### config.mk
export PLATFORM = sky130hd
export DESIGN_NAME = riscv_mem_stall_unit
export DESIGN_NICKNAME = d
export VERILOG_FILES = /design/src/rtl/riscv_mem_pkg.sv /design/src/rtl/riscv_mem_stall_unit.sv
export SDC_FILE = /design/constraint.sdc
export NUM_CORES = 1
export LEC_CHECK = 0
export BUFFER_PORTS_ARGS = -buffer_cell sky130_fd_sc_hd__buf_2
export CAP_MARGIN = 20
export CORE_AREA = 2 2 40 42
export CTS_CLUSTER_DIAMETER = 30
export CTS_CLUSTER_SIZE = 25
export DETAILED_ROUTE_END_ITERATION = 10
export DIE_AREA = 0 0 42 44
export GPL_ROUTABILITY_DRIVEN = 0
export PLACE_DENSITY = 0.76
export SLEW_MARGIN = 20
export SYNTH_ARGS = -nofsm -noshare
export SYNTH_HDL_FRONTEND = slang
export SYNTH_SLANG_ARGS = --single-unit
### constraint.sdc
create_clock -name clk_i -period 1.7 [get_ports clk_i]
set_input_delay 0.17 -clock clk_i [delete_from_list [all_inputs] [get_ports clk_i]]
set_output_delay 0.17 -clock clk_i [all_outputs]
set_load 0.01 [all_outputs]
### src/rtl/riscv_mem_pkg.sv
// Shared types and constants for the core/data-memory stall controller.
package riscv_mem_pkg;

    localparam int MEM_DATA_W = 32;

    typedef enum logic [1:0] {
        IDLE = 2'd0,
        WAIT = 2'd1,
        DONE = 2'd2
    } mem_stall_state_t;

    // Bits needed to hold 0..max_val, never less than one bit.
    function automatic int cnt_width(input int max_val);
        int w;
        w = $clog2(max_val + 1);
        return (w < 1) ? 1 : w;
    endfunction

endpackage

### src/rtl/riscv_mem_stall_unit.sv
// Stall/handshake controller between the core and data memory. Issues each
// core request exactly once, stalls the core until the response is ready
// (fixed latency or memory ready), and flags memories that never answer.
module riscv_mem_stall_unit
    import riscv_mem_pkg::*;
#(
    parameter int LATENCY   = 1,
    parameter int USE_READY = 0,
    parameter int TIMEOUT   = 255
) (
    input  logic                  clk_i,
    input  logic                  rst_i,
    input  logic                  core_req_i,
    input  logic                  core_we_i,
    output logic                  stall_o,
    output logic                  mem_req_o,
    output logic                  mem_we_o,
    input  logic                  mem_ready_i,
    input  logic [MEM_DATA_W-1:0] mem_rdata_i,
    output logic [MEM_DATA_W-1:0] core_rdata_o,
    output logic                  busy_o,
    output logic                  err_o
);

    // One counter serves both the fixed-latency countdown and the watchdog.
    localparam int CNT_MAX = (LATENCY > TIMEOUT) ? LATENCY : TIMEOUT;
    localparam int CNT_W   = cnt_width(CNT_MAX);
    localparam logic [CNT_W-1:0] LAT_LOAD = CNT_W'((LATENCY >= 2) ? LATENCY - 2 : 0);
    localparam logic [CNT_W-1:0] TO_LAST  = CNT_W'((TIMEOUT >= 1) ? TIMEOUT - 1 : 0);
    localparam bit RDY_MODE = (USE_READY != 0);
    localparam bit WDOG_EN  = (TIMEOUT != 0);

    if (LATENCY < 1 || LATENCY > 16) begin : g_bad_latency
        $error("riscv_mem_stall_unit: LATENCY must be in 1..16");
    end
    if (TIMEOUT < 0 || TIMEOUT > 65535) begin : g_bad_timeout
        $error("riscv_mem_stall_unit: TIMEOUT must be in 0..65535");
    end

    mem_stall_state_t      state_q, state_d;
    logic [CNT_W-1:0]      cnt_q, cnt_d;
    logic [MEM_DATA_W-1:0] rdata_q, rdata_d;
    logic                  err_q, err_d;
    logic                  issue;

    // A request is only accepted from IDLE; held requests in DONE belong to
    // the retiring instruction and must not fire a second pulse.
    assign issue = (state_q == IDLE) && core_req_i && !rst_i;

    // State and datapath registers; reset aborts any transaction at once.
    always_ff @(posedge clk_i or posedge rst_i) begin
        if (rst_i) begin
            state_q <= IDLE;
            cnt_q   <= '0;
            rdata_q <= '0;
            err_q   <= 1'b0;
        end else begin
            state_q <= state_d;
            cnt_q   <= cnt_d;
            rdata_q <= rdata_d;
            err_q   <= err_d;
        end
    end

    // Next-state, counter, captured data and sticky error.
    always_comb begin
        state_d = state_q;
        cnt_d   = cnt_q;
        rdata_d = rdata_q;
        err_d   = err_q;
        case (state_q)
            IDLE: begin
                if (core_req_i) begin
                    if (RDY_MODE) begin
                        if (mem_ready_i) begin
                            rdata_d = mem_rdata_i;
                            state_d = DONE;
                        end else begin
                            cnt_d   = '0;
                            state_d = WAIT;
                        end
                    end else if (LATENCY == 1) begin
                        state_d = DONE;
                    end else begin
                        cnt_d   = LAT_LOAD;
                        state_d = WAIT;
                    end
                end
            end
            WAIT: begin
                if (RDY_MODE) begin
                    if (mem_ready_i) begin
                        rdata_d = mem_rdata_i;
                        state_d = DONE;
                    end else if (WDOG_EN && cnt_q == TO_LAST) begin
                        err_d   = 1'b1;
                        rdata_d = '0;
                        state_d = DONE;
                    end else if (cnt_q != '1) begin
                        cnt_d = cnt_q + CNT_W'(1);
                    end
                end else if (cnt_q == '0) begin
                    state_d = DONE;
                end else begin
                    cnt_d = cnt_q - CNT_W'(1);
                end
            end
            DONE:    state_d = IDLE;
            default: state_d = IDLE;
        endcase
    end

    // Outputs: handshake is combinational from state and the core request.
    always_comb begin
        stall_o      = issue || (state_q == WAIT);
        mem_req_o    = issue;
        mem_we_o     = issue && core_we_i;
        busy_o       = (state_q != IDLE);
        err_o        = err_q;
        core_rdata_o = '0;
        if (state_q == DONE) begin
            // Fixed-latency memory holds its output through DONE.
            core_rdata_o = RDY_MODE ? rdata_q : mem_rdata_i;
        end
    end

endmodule
==> metrics.md <==
| Metric | Value |
|---|---|
| Global routing usage on met1 | `9.93%` |
| Crit path launch type | `flip-flop` |
| Number of violations of the max-capacitance limit | `0` |
| Met3 demand-to-capacity share in global routing | `roughly 2.9%` |
| Post-Syn Nets | `80` |
| Internal power | `107 uW` |
| Reg-to-reg slack, setup | `a little over 500 ps` |
| Slew @ Worst Pin | `roughly 700 ps` |
| Final hold slack | `around 23 ps` |
| Final period utilization | `roughly 80%` |
| Combinational share of power | `79.2%` |
| Clock group share of total power | `0%` |
| Die Outline Area | `between 1500 and 2000 um2` |
| Clock insertion delay at the later pin of the skew report | `0 ps` |
| Critical Path Fanout Max | `36` |
| Data arrival, critical path | `about 1200 ps` |
| Total chip power | `174 uW` |
| Summed instance area of the synthesized netlist | `307 um2` |
| Final Hold Violating Endpoints | `0` |
| Required time at the endpoint of the critical path | `~1500 ps` |
| PortBufs | `71` |
| Unrepaired setup endpoints after global routing | `no` |
| Sequential power share | `a little over a fifth` |
| Outcome | `finished, final reports clean` |
| Diode insertion count for antenna repair | `0` |
| Critical-path cell with the highest stage delay | `sky130_fd_sc_hd__dfrtp_1` |
| Most used cells in the layout excluding fill and tap cells | `sky130_fd_sc_hd__buf_2 (71), sky130_fd_sc_hd__and2_1 (20), sky130_fd_sc_hd__and2_2 (12)` |
| Source of the critical timing path | `state_q[1]` |
| Registers with the most flip-flops | `state_q: 1 flops` |
| Cell row count | `14` |
| Worst-path cell chain | `and4bb_2, buf_2` |
| Met2 routing resource usage after global routing | `between 20% and 30%` |
| Residual overflow from global routing | `0` |
| Register bit total from synthesis | `1` |
| Min cycle time layout | `1380 ps` |
| Worst-case clock skew | `0 ps` |
| Synthesis warning total | `0` |
| Sequential element share of the synthesized area | `under 10%` |
| Crit Path Class | `reg -> out` |
| Switch Pwr | `66.6 uW` |
| Flip-flop count of the largest register, all copies and words added | `1` |
| Total power density per cell area | `266 nW/um2` |
| Number of primary I/O pins | `74` |
| Final number of setup-violating endpoints | `0` |
| Vert. Die Dim | `44 um` |
| Worst r2r src | `state_q[1]` |
| Final WL | `1090 um` |
| Cell count after synthesis | `43` |
| Element type at the critical path end | `output port` |
| First-pass iteration count of the detailed router | `2` |
| Number of hold-repair buffers added at the cts stage | `0` |
| Number of gates resized after CTS | `0` |
| Initial DRC Count | `1` |
| Antenna-violating nets left | `0` |
| Signed area change from the synthesized netlist to the final layout | `113%` |
| Horiz. Die Dim | `42 um` |
| Vias in the first global route | `380` |
| Wire length of the first global-routing pass | `1500 um` |
| Tightest slew margin relative to the limit | `between 50% and 60%` |
| Maximum clock frequency | `726 MHz` |
| Fraction of final layout cells with drive strength greater than 1 | `78.0%` |
| Fraction of power spent switching nets | `38.3%` |
| Library cells used by synthesis | `10` |
| Antenna violations before repair | `0` |
| Static leakage | `0.448 nW` |
| Setup fix buffers added after clock tree synthesis | `0` |
| Reg-to-reg endpoint | `state_q[1]` |
| Setup WS pre-CTS | `319 ps` |
| Starting density of the core | `21.6%` |
| Core box area | `1420 um2` |
| Worst reg2reg path depth | `1` |
| Overall routing resource usage | `about a tenth` |
| HPWL after detailed placement | `948 um` |
| VDD IR max | `0.192 mV` |
| Clock transition at the registers of the reported paths | `0 ps` |
| Hold WC Path Type | `in -> async` |
| Drc violations | `0` |
| Total negative slack | `0 ps` |
| Post-route worst setup slack | `322 ps` |
| Biggest cell delay along the critical path | `780 ps` |
| Final-stage net count | `148` |
| Max-slew violation count | `0` |
| Routed WL per cell | `8.75 um` |
| Per-instance average area after synthesis | `~7.1 um2` |
| Maximum number of pins on one net before global-route repair | `37` |
| Vias per cell | `3.90` |
| Global-route layer with the greatest usage | `met2` |
| Leading cell type in the layout, fill and taps excluded | `sky130_fd_sc_hd__buf_2` |
| Number of vias after detailed routing | `488` |
| Register containing the most flip-flops in the final layout | `state_q` |
-- kinds of logic (layout without fill, tap and decap cells) --
group                  after synthesis  count (layout)  synth area share (%)
AND/OR/NAND/NOR                     35              35                  79.6
buffers and inverters                6              72                  11.0
other                                1               1                  1.22
flip-flops                           1               1                  8.16
-- worst max-delay path: cells and delay by family (launching register included) --
family                 cells  cell delay [ps]
buffers and inverters      1              130
and+or+nand+nor            1              300
DFF                        1              780
-- Yosys cell counts (all sizes together) --
master  count  share of area, %
and2       32                70
dfrtp       1               8.2
and4bb      1               4.1
conb        1               1.2
and2b       1               2.9
buf         2               4.9
clkbuf      3               4.9
nor3b       1               2.4
inv         1               1.2
-- metrics by stage --
stage               instance area, um2  util (%)  instances
floorplan                          307         -         43
global placement                   652      45.9        125
detailed placement                 652      45.9        125
CTS                                652      45.9        125
global route                       652      45.9        125
finish                             652      45.9        125
-- per-layer routing --
metal  wire (um)  part of all wire [%]
met5           0                     0
met4           0                     0
met3         205                    19
met2         523                    48
met1         364                    33
-- power by group through the flow --
| stage | registers (mW) | clock network, mW | logic [mW] |
|---|---|---|---|
| floorplan | 0.0290 | 0 | 0.0728 |
| global placement | 0.0351 | 0 | 0.138 |
| detailed placement | 0.0362 | 0 | 0.139 |
| CTS | 0.0363 | 0 | 0.140 |
| global route | 0.0385 | 0 | 0.151 |
| finish | 0.0362 | 0 | 0.137 |
-- worst max-delay path by stage --
| stage | to | depth (start not counted) |
|---|---|---|
| after global routing | mem_we_o | 2 |
| final | mem_we_o | 2 |
| after CTS | mem_we_o | 2 |
| after detailed placement | mem_we_o | 2 |
| after floorplan | stall_o | 3 |
| after global placement | mem_we_o | 2 |
-- final cells by class --
cell class / count / area (um2)
fill: 158 / 767
inverter: 1 / 3.75
multi-input combinational: 36 / 248
sequential: 1 / 25.0
tap: 16 / 20.0
timing repair buffer: 71 / 355
Power figures use the tool's default switching activity.
